===== src/rtl/mux_nw_pkg.sv =====
// mux_nw_pkg: shared constants and helpers for the N-channel registered mux.
// Holds mode encodings, default sizing and the channel bounds check.
package mux_nw_pkg;

   localparam logic MODE_DIRECT = 1'b0;
   localparam logic MODE_SCAN   = 1'b1;

   localparam int DEF_N = 4;
   localparam int DEF_W = 16;

   function automatic logic idx_ok(
      input int unsigned idx,
      input int unsigned n
   );
      return idx < n;
   endfunction

endpackage


===== src/rtl/mux_nw_reg_rr_ptr.sv =====
// rr_ptr: wrapping round-robin counter, 0..max, advances when en is high.
// Ports: clk, rst (sync, active-high), en, max, ptr.
module rr_ptr #(
   parameter int SW = 2
) (
   input  logic          clk,
   input  logic          rst,
   input  logic          en,
   input  logic [SW-1:0] max,
   output logic [SW-1:0] ptr
);

   // Explicit compare so non-power-of-2 ranges wrap correctly.
   always_ff @(posedge clk) begin
      if (rst)
         ptr <= '0;
      else if (en)
         ptr <= (ptr == max) ? '0 : ptr + 1'b1;
   end

endmodule


===== src/rtl/mux_nw_reg.sv =====
// mux_nw_reg: N-channel, W-bit registered mux with valid/ready on every port.
// Ports: clk, rst (sync, active-high), d/d_valid/d_ready (N lanes), s, mode,
//        y/y_valid/y_ready, y_ch, sel_err; y_par when MUX_NW_REG_PARITY_EN.
module mux_nw_reg
   import mux_nw_pkg::*;
#(
   parameter  int N  = DEF_N,
   parameter  int W  = DEF_W,
   localparam int SW = $clog2(N)
) (
   input  logic           clk,
   input  logic           rst,
   input  logic [N*W-1:0] d,
   input  logic [N-1:0]   d_valid,
   output logic [N-1:0]   d_ready,
   input  logic [SW-1:0]  s,
   input  logic           mode,
   output logic [W-1:0]   y,
   output logic           y_valid,
   input  logic           y_ready,
   output logic [SW-1:0]  y_ch,
`ifdef MUX_NW_REG_PARITY_EN
   output logic           y_par,
`endif
   output logic           sel_err
);

   logic          free;
   logic [SW-1:0] ptr;
   logic [SW-1:0] ch;
   logic          ch_ok;
   logic [W-1:0]  sel_d;
   logic          sel_v;
   logic          load;

   assign free  = !y_valid || y_ready;
   assign ch    = (mode == MODE_SCAN) ? ptr : s;
   assign ch_ok = idx_ok({{(32-SW){1'b0}}, ch}, N);
   assign load  = free && ch_ok && sel_v;

   // Loop compare keeps out-of-range selects from indexing past the vectors;
   // a match only exists for ch < N, so ch_ok is implied per lane.
   always_comb begin
      sel_d   = '0;
      sel_v   = 1'b0;
      d_ready = '0;
      for (int k = 0; k < N; k++) begin
         if (ch == SW'(k)) begin
            sel_d      = d[k*W +: W];
            sel_v      = d_valid[k];
            d_ready[k] = free && !rst;
         end
      end
   end

   rr_ptr #(
      .SW (SW)
   ) u_ptr (
      .clk (clk),
      .rst (rst),
      .en  ((mode == MODE_SCAN) && free),
      .max (SW'(N-1)),
      .ptr (ptr)
   );

   always_ff @(posedge clk) begin
      if (rst) begin
         y       <= '0;
         y_valid <= 1'b0;
         y_ch    <= '0;
         sel_err <= 1'b0;
      end else begin
         sel_err <= (mode == MODE_DIRECT) && !ch_ok && free;
         if (load) begin
            y       <= sel_d;
            y_ch    <= ch;
            y_valid <= 1'b1;
         end else if (free) begin
            y_valid <= 1'b0;
         end
      end
   end

`ifdef MUX_NW_REG_PARITY_EN
   always_ff @(posedge clk) begin
      if (rst)
         y_par <= 1'b0;
      else if (load)
         y_par <= ^sel_d;
   end
`endif

endmodule


===== config.mk =====
export PLATFORM = sky130hd
export DESIGN_NAME = mux_nw_reg
export DESIGN_NICKNAME = d
export VERILOG_FILES = /design/src/rtl/mux_nw_pkg.sv /design/src/rtl/mux_nw_reg_rr_ptr.sv /design/src/rtl/mux_nw_reg.sv
export SDC_FILE = /design/constraint.sdc
export NUM_CORES = 1
export LEC_CHECK = 0
export BUFFER_PORTS_ARGS = -buffer_cell sky130_fd_sc_hd__buf_2
export CAP_MARGIN = 5
export CORE_MARGIN = 2
export CORE_UTILIZATION = 41
export CTS_CLUSTER_SIZE = 28
export DETAILED_ROUTE_END_ITERATION = 10
export PLACE_DENSITY_LB_ADDON = 0.2
export SYNTH_ARGS = -nofsm -noshare
export SYNTH_HDL_FRONTEND = slang
export SYNTH_HIERARCHICAL = 1
export SYNTH_SLANG_ARGS = --single-unit

===== constraint.sdc =====
create_clock -name clk -period 2.3 [get_ports clk]
set_clock_uncertainty 0.1 [all_clocks]
set_input_delay 0.115 -clock clk [delete_from_list [all_inputs] [get_ports clk]]
set_output_delay 0.115 -clock clk [all_outputs]
set_load 0.02 [all_outputs]

==> impl_metrics.toml, run 1 <==
[outcome]
status = "complete, no violations"

[power]
powerDensity_nw_per_um2 = 506
p_leak_uw = 0.000957
vdd_drop_max_v = 0.000299

[cells_and_area]
n_antenna_cell = 0
fin_nets = 367
drive_gt1_share_pct = 38.0
fin_cells = 338
post-route-util_pct = 60.6
synthToLayoutAreaGrowth_pct = 39.9

[worst_setup_path]
critPathRequiredTime_ns = 2.44
end_kind = "flop"
cp-start-kind = "flop"
path_class = "flop to flop"
arrival_ns = 2.13
cp_max_fo = 35

[clock_tree]
htree_levels = 1
cts_setup_buffers = 0
cts-root-buf = "clkbuf_4"
cts_hold_buf = 0
cts_resized = 0
cts_buffer_depth = 2
cts.clk_slew.worst_paths_ns = 0.13
clock_latency_ns = 0.30
cts_tree = "yes"
cts_buffers = 3
cts.sinks = 21

[die]
num_rows = 21
ios = 98
die_area_um2 = 4070
initial_core_util_pct = 43.3
die_height_um = 63.8
dieWidth_um = 63.8
core-area_um2 = 3390

[sta]
layout_min_cycle_time_ns = 1.98
worstMarginPinSlew_ns = 0.476
period_share_pct = 86.3
setup_violations = 0
fin_tns_setup_ns = 0
rsz0062_at_grt = "no"
max_slew_margin_pct = 67.6
slew_viol_final = 0
finalHoldViolations = 0
fmax_mhz = 504

[global_route]
grt_max_degree = 36
grt_pass1_vias = 1534
antenna_found_initial = 0
grt_pass1_wl_mm = 6.50
grt_overflow = 0
grt_usage_pct = 19.5

[min_path]
hold_class = "primary input to flop"

[drt]
wire_per_inst_um = 11.7
wl_mm = 3.97
drtAntennaViolNets = 0
via_per_inst = 5.08
drtIter0Drc = 31
drc = 0
dr.pass1.iters = 4
num_vias = 1717

[place]
hpwl_mm = 2.93
gp_congestion = 0.810
dpl.cell_count = 334
port-buffer-count = 96

[yosys]
synth.area.top_cells = "dfxtp_1 29%, nand2_1 13%, a311o_1 11%"
yosys.area.top_type = "dfxtp_1"
ys_types = 34
synth_top_area_share_pct = 28.6
syn_avg_cell_area_um2 = 7.45
synth.cell_area_um2 = 1470
syn-instance-count = 197
ys_ff_latch = 21
synth_seq_area_share_pct = 28.6
ys.warnings.count = 6

[job]
maxCapViolCount = 0
==> synth_stat cells, drive strengths merged <==
| cell | n |
|---|---|
| a311oi | 1 |
| nor2 | 4 |
| nor2b | 21 |
| o21ai | 2 |
| nor4b | 3 |
| or3 | 1 |
| clkbuf | 8 |
| o32a | 1 |
| and3 | 1 |
| or3b | 1 |
| and3b | 1 |
| a31oi | 1 |
| a311o | 16 |
| nand3b | 1 |
| nor4 | 3 |
| inv | 1 |
| a21o | 1 |
| conb | 2 |
| a21oi | 20 |
| mux2i | 3 |
| nand2 | 51 |
| nand2b | 4 |
| or2 | 1 |
| a211oi | 16 |
| xor2 | 1 |
| dfxtp | 21 |
| o22ai | 1 |
| buf | 10 |
==> per-stage QoR <==
stage / setup slack, ns / instance area (µm²) / total power (µW) / hold slack, ns
6_report: 0.316 / 2050 / 1040 / 0.0761
5_1_grt: 0.183 / 2050 / 1120 / 0.0699
3_3_place_gp: 0.379 / 2030 / 861 / 0.341
4_1_cts: 0.318 / 2050 / 1050 / 0.0750
2_1_floorplan: 0.214 / 1490 / 717 / 0.0841
3_5_place_dp: 0.340 / 2030 / 865 / 0.344
==> sequential cells by signal, summed over array words and instances, names as in the netlist <==
signal and flops:
y 16, u_ptr/ptr 2, y_ch 2, y_valid 1
==> worst paths after layout <==
kind | startpoint | to | slack [ns] | cells after the start
max reg2reg | u_ptr/ptr[1] | y[13] | 0.32 | 6
max | u_ptr/ptr[1] | y[13] | 0.32 | 6
min | d_valid[3] | y_valid | 0.08 | 5
min reg2reg | y[9] | y[9] | 0.36 | 2
==> layer usage <==
layer / wire length, µm / GRT usage (%) / vias up
met5: 0 / 0 / -
met3: 367 / 5.63 / 2
met4: 20 / 4.89 / 0
met2: 1820 / 34.1 / 64
met1: 1760 / 23.2 / 762
li1: - / - / 889
==> worst max-delay path: stages, from the launching register on <==
cell     delay [ns]
dfxtp_1        0.42
nor4b_1        0.08
or3_1          0.35
o32a_1         0.33
buf_12         0.18
a311o_1        0.32
a21oi_1        0.13
==> final cells by class <==
| class | instances | area (µm²) |
|---|---|---|
| Fill cell | 332 | 1340 |
| Clock inverter | 1 | 5.00 |
| Sequential cell | 21 | 420 |
| Clock buffer | 3 | 22.5 |
| Inverter | 1 | 3.75 |
| Tap cell | 46 | 57.6 |
| Timing Repair Buffer | 104 | 566 |
| Multi-Input combinational cell | 162 | 978 |
==> power breakdown <==
part | total (µW) | switching, µW | internal (µW)
sequential | 423 | 19.4 | 404
combinational | 430 | 235 | 195
clock | 185 | 120 | 64.9
total | 1040 | 374 | 664
==> cells in the final DEF (no fill, tap or decap), types with 2 or more instances in the layout <==
cell type	count
clkbuf_4	3
conb_1	7
a211oi_1	16
nor2b_1	20
a21oi_1	20
a311o_1	16
buf_12	2
mux2i_4	2
dfxtp_1	21
buf_4	6
nor2_1	4
nor4_1	3
nand2b_1	4
buf_2	96
nand2_1	51
nor4b_1	3
==> cells by family (layout without fill, tap and decap cells) <==
| group | count (synthesis) | in the layout | share of synthesized area (%) |
|---|---|---|---|
| compound gates | 59 | 59 | 29.2 |
| buf+inv | 19 | 109 | 7.67 |
| other cells | 2 | 7 | 0.512 |
| simple gates | 92 | 92 | 31.3 |
| flops | 21 | 21 | 28.6 |
| xor+xnor | 1 | 1 | 0.597 |
| mux | 3 | 3 | 2.05 |
Note: power is estimated with default switching activity, not from simulation.
==> inputs of run 2 (changes only) <==
- CORE_UTILIZATION: 41 -> 42
==> run 2 against run 1 <==
Compared with the run above: global-route usage shrank 0.79 points; critical path depth unchanged; count of clock-buffer cells in the layout did not move; register-to-register slack worse by 0.15 ns; die area down 2.2%; worst setup slack got worse by 0.15 ns; design area down 1.1%; hold slack gained 0.0076 ns; first-iteration DRC count is 23% higher.
==> impl_metrics.toml, run 2 (synthesis results as in run 1) <==
[sta]
slew_viol_final = 0
period_share_pct = 92.6
rsz0062_at_grt = "no"
max_slew_margin_pct = 56.4
setup_violations = 0
fmax_mhz = 470
layout_min_cycle_time_ns = 2.13
whs_ns = 0.0837
fin_tns_setup_ns = 0
finalHoldViolations = 0
worstMarginPinSlew_ns = 0.640

[clock_tree]
cts_hold_buf = 0
cts_buffers = 3
cts_resized = 0
clock_latency_ns = 0.30
htree_levels = 1
cts-root-buf = "clkbuf_4"
cts_buffer_depth = 2
cts_setup_buffers = 0
cts.sinks = 21
cts_tree = "yes"
cts.clk_slew.worst_paths_ns = 0.13

[global_route]
grt_pass1_vias = 1450
grt_usage_pct = 18.7
antenna_found_initial = 0
grt_pass1_wl_mm = 6.16
grt_max_degree = 36
grt_overflow = 0

[drt]
via_per_inst = 4.95
wl_mm = 3.84
num_vias = 1658
dr.pass1.iters = 4
drtAntennaViolNets = 0
wire_per_inst_um = 11.5
drtIter0Drc = 38
drc = 0

[power]
p_leak_uw = 0.000942
p_comb_share_pct = 41.0
p_switching_uw = 369
p_int_uw = 659
seq_power_share_pct = 41.4
clockPowerShare_pct = 17.6
powerDensity_nw_per_um2 = 506
vdd_drop_max_v = 0.000318
p_sw_share_pct = 35.9

[cells_and_area]
stdcell_area_um2 = 2030
drive_gt1_share_pct = 37.4
largest_reg_flops = 16
largestRegisters = "y (16), u_ptr/ptr (2), y_ch (2)"
n_antenna_cell = 0
top_register = "y"
layout_common_cells = "96 x buf_2, 51 x nand2_1, 21 x dfxtp_1"
synthToLayoutAreaGrowth_pct = 38.4
fin_cells = 335
final_common_cell = "buf_2"
fin_nets = 364

[place]
dpl.cell_count = 331
gp_congestion = 0.790
port-buffer-count = 96
placed_cell_area_um2 = 2000
hpwl_mm = 2.83

[min_path]
worstHoldPathCells = 4
hold_class = "primary input to flop"

[outcome]
status = "complete, no violations"

[worst_setup_path]
critPathSlowestCell = "dfxtp_1"
max_stage_delay_ns = 0.52
path_class = "flop to flop"
cp.buffers_inverters = 1
worst-path-stages = 6
cp_max_fo = 35
critPathTopFamily = "compound AO/OA/AOI/OAI gates"
end_kind = "flop"
critPathRequiredTime_ns = 2.44
cp-start-kind = "flop"
arrival_ns = 2.27
r2r_cells = 6
crit_chain = "nor4b_1 > or3_1 > o32a_1 > buf_12 > a311o_1 > a21oi_1"

[die]
ios = 98
num_rows = 21
dieWidth_um = 63.1
initial_core_util_pct = 44.0
die_area_um2 = 3980
core-area_um2 = 3340
die_height_um = 63.1

[job]
maxCapViolCount = 0
run 2: tightest hold or removal path, cell delays in order:
cell	delay, ns
buf_2	0.10
nand2_1	0.05
a311o_1	0.15
a21oi_1	0.05
run 2: path summary, 6_finish.rpt:
kind / start / slack [ns] / to
worst min register to register: y_ch[1] / 0.36 / y_ch[1]
worst max register to register: u_ptr/ptr[0] / 0.17 / y[3]
worst max-delay path: u_ptr/ptr[0] / 0.17 / y[3]
worst min-delay path: d[8] / 0.08 / y[8]
run 2: area by class of cell:
type | count | area [µm²]
clock buffer | 3 | 22.5
fill | 355 | 1310
sequential | 21 | 420
inverter | 1 | 3.75
multi-input combinational | 162 | 978
clock inverter | 1 | 5.00
timing repair buffer | 101 | 543
tap | 46 | 57.6
run 2: power by group through the flow:
stage	clock, µW	sequential [µW]	combinational [µW]
3_3_place_gp	0	433	421
2_1_floorplan	0	480	237
4_1_cts	191	426	425
5_1_grt	206	430	468
6_report	181	425	422
3_5_place_dp	0	434	424
run 2: routing by layer:
layer	routed length [µm]	track usage (%)	vias up
met4	18	4.17	0
met5	0	0	-
met3	340	5.00	2
met2	1710	32.4	61
met1	1780	23.0	714
li1	-	-	881
run 2: per-stage QoR:
stage	power, µW	utilization, %	setup WS [ns]
after global routing	1100	60.9	0.0641
after detailed placement	858	60.0	0.198
after global placement	854	60.0	0.269
final	1030	60.9	0.171
after CTS	1040	60.9	0.169
after floorplan	717	-	0.214
==> inputs of run 3 (changes only) <==
- ABC_AREA: not set -> 1
==> run 3 against run 2 <==
Compared with the run above: critical path depth grew 4; combinational power grew 18%; synthesized area grew 3.8%; critical path type unchanged; largest cell class unchanged.
==> impl_metrics.toml, run 3 <==
[drt]
wire_per_inst_um = 10.6
dr.pass1.iters = 5
wl_mm = 4.34
num_vias = 1923
drc = 0
drtAntennaViolNets = 0
via_per_inst = 4.69
drtIter0Drc = 80

[yosys]
syn-instance-count = 268
synth.cell_area_um2 = 1520
ys_ff_latch = 21
synth_seq_area_share_pct = 27.6
synth_most_common_cell = "nand2_1"
syn_avg_cell_area_um2 = 5.69
yosys-top-cells-count = "86 x nand2_1, 41 x nor2_1, 35 x nand3_1"
synth.area.top_cells = "dfxtp_1 28%, nand2_1 21%, nand3_1 11%"
synth_edf_count = 0
ys_types = 24
ys.warnings.count = 6
synth_top_area_share_pct = 27.6
yosys.area.top_type = "dfxtp_1"
async_flop_share_pct = 0
yosys_most_used_dff = "dfxtp_1"

[sta]
fin_tns_setup_ns = 0
whs_ns = 0.0393
slew_viol_final = 0
layout_min_cycle_time_ns = 1.96
setup_violations = 0
fmax_mhz = 509
finalHoldViolations = 0
period_share_pct = 85.4
rsz0062_at_grt = "no"

[worst_setup_path]
r2r_setup_slack_ns = 0.34
max_stage_delay_ns = 0.46
r2r_start = "u_ptr/ptr[0]"
cp-start-kind = "flop"
end_kind = "flop"
path_class = "flop to flop"
worst_path_most_repeated_cell = "nand2_1"
arrival_ns = 2.12
crit_chain = "nand2_1 > nand2_2 > nand2_4 > inv_1 > nand2_1 > nand2_2 > nand2_4 > nand2_1 > nand2_1 > nor2_1"
r2r_cells = 10
cp_max_fo = 20
rr_endpoint = "y[2]"
critPathRequiredTime_ns = 2.45
critPathSlowestCell = "dfxtp_1"

[cells_and_area]
layout_common_cells = "96 x buf_2, 86 x nand2_1, 41 x nor2_1"
stdcell_area_um2 = 2070
multi_input_area_um2 = 938
n_antenna_cell = 0
drive_gt1_share_pct = 32.4
largest_reg_flops = 16
fin_cells = 410
largestRegisters = "y (16), u_ptr/ptr (2), y_ch (2)"
top_register = "y"
fin_nets = 439
final_common_cell = "buf_2"
num-fill-cells = 352
ff_latch_area_um2 = 420
synthToLayoutAreaGrowth_pct = 36.0

[clock_tree]
cts_tree = "yes"
htree_levels = 1
cts.clk_slew.worst_paths_ns = 0.13
cts_setup_buffers = 0
cts-root-buf = "clkbuf_4"
cts_buffers = 3
cts_buffer_depth = 2
cts.sinks = 21
clock_latency_ns = 0.31

[power]
p_leak_uw = 0.00121
vdd_drop_max_v = 0.000427
powerDensity_nw_per_um2 = 544

[place]
dpl.cell_count = 405
gp_congestion = 0.796
placed_cell_area_um2 = 2030
port-buffer-count = 96
hpwl_mm = 3.28

[die]
die_height_um = 64.2
num_rows = 21
initial_core_util_pct = 44.6
core-area_um2 = 3420
ios = 98
dieWidth_um = 64.2
die_area_um2 = 4130

[global_route]
grt_overflow = 0
grt_pass1_vias = 1707
antenna_found_initial = 0
grt_usage_pct = 21.4
grt_max_degree = 21
grt_pass1_wl_mm = 7.13

[min_path]
worstHoldPathCells = 5
hold_end = "y[11]"
hold_start = "d[59]"
hold_class = "primary input to flop"

[job]
maxCapViolCount = 0

[outcome]
status = "complete, no violations"
==> run 3: cells by family after synthesis <==
| kind of cell | share of synthesized area (%) |
|---|---|
| compound gates | 4.27 |
| xor+xnor | 0.575 |
| buf+inv | 11.9 |
| flops | 27.6 |
| other cells | 0.493 |
| simple gates | 55.2 |
==> run 3: what timing repair did <==
action	4_1_cts	5_1_grt
hold buffers	1	0
hold endpoints to repair	2	0
endpoints found under the setup margin	0	2
resized for setup	0	1
==> run 3: critical path, delay by kind of cell (launching register included) <==
kind	cells	cell delay [ns]
buffers and inverters	1	0.09
AND/OR/NAND/NOR	9	1.25
flip-flops	1	0.46
==> run 3: worst max path at each step <==
stage	start	endpoint	cells after the start
floorplan	u_ptr/ptr[0]	d_ready[1]	5
global placement	u_ptr/ptr[0]	y[6]	9
detailed placement	u_ptr/ptr[0]	y[7]	9
CTS	u_ptr/ptr[0]	y[2]	10
global route	u_ptr/ptr[0]	y[7]	10
finish	u_ptr/ptr[0]	y[2]	10
==> run 3: final cells by class <==
cell class              count  share of cell area (%)
flip-flops and latches     21                    20.3
clock inverters             1                   0.241
repair buffers            101                    25.1
inverters                  29                    5.25
well taps                  46                    2.78
clock buffers               3                    1.09
multi-input cells         209                    45.3
==> run 3: stage by stage <==
step / power [µW] / worst slack, ns / utilization (%)
floorplan: 794 / 0.804 / -
global placement: 944 / 0.356 / 59.5
detailed placement: 948 / 0.268 / 59.5
CTS: 1140 / 0.235 / 60.5
global route: 1220 / 0.0977 / 60.7
finish: 1130 / 0.336 / 60.7
==> run 3: where the power goes <==
group | internal [µW] | total, µW | switching, µW | leakage (µW)
Combinational | 188 | 498 | 310 | 0.00102
Sequential | 417 | 446 | 28.9 | 0.000174
Clock | 64.9 | 184 | 119 | 0.0000177
==> run 3: metal layers <==
layer  vias to the layer above  routed length, µm  GRT usage [%]  share of wire, %
met5                         -                  0              0                 0
met4                         0                 62           6.38               1.4
met3                         6                310           5.63               7.1
met2                        68               2090           39.1                48
met1                       820               1870           24.1                43
li1                       1029                  -              -                 -
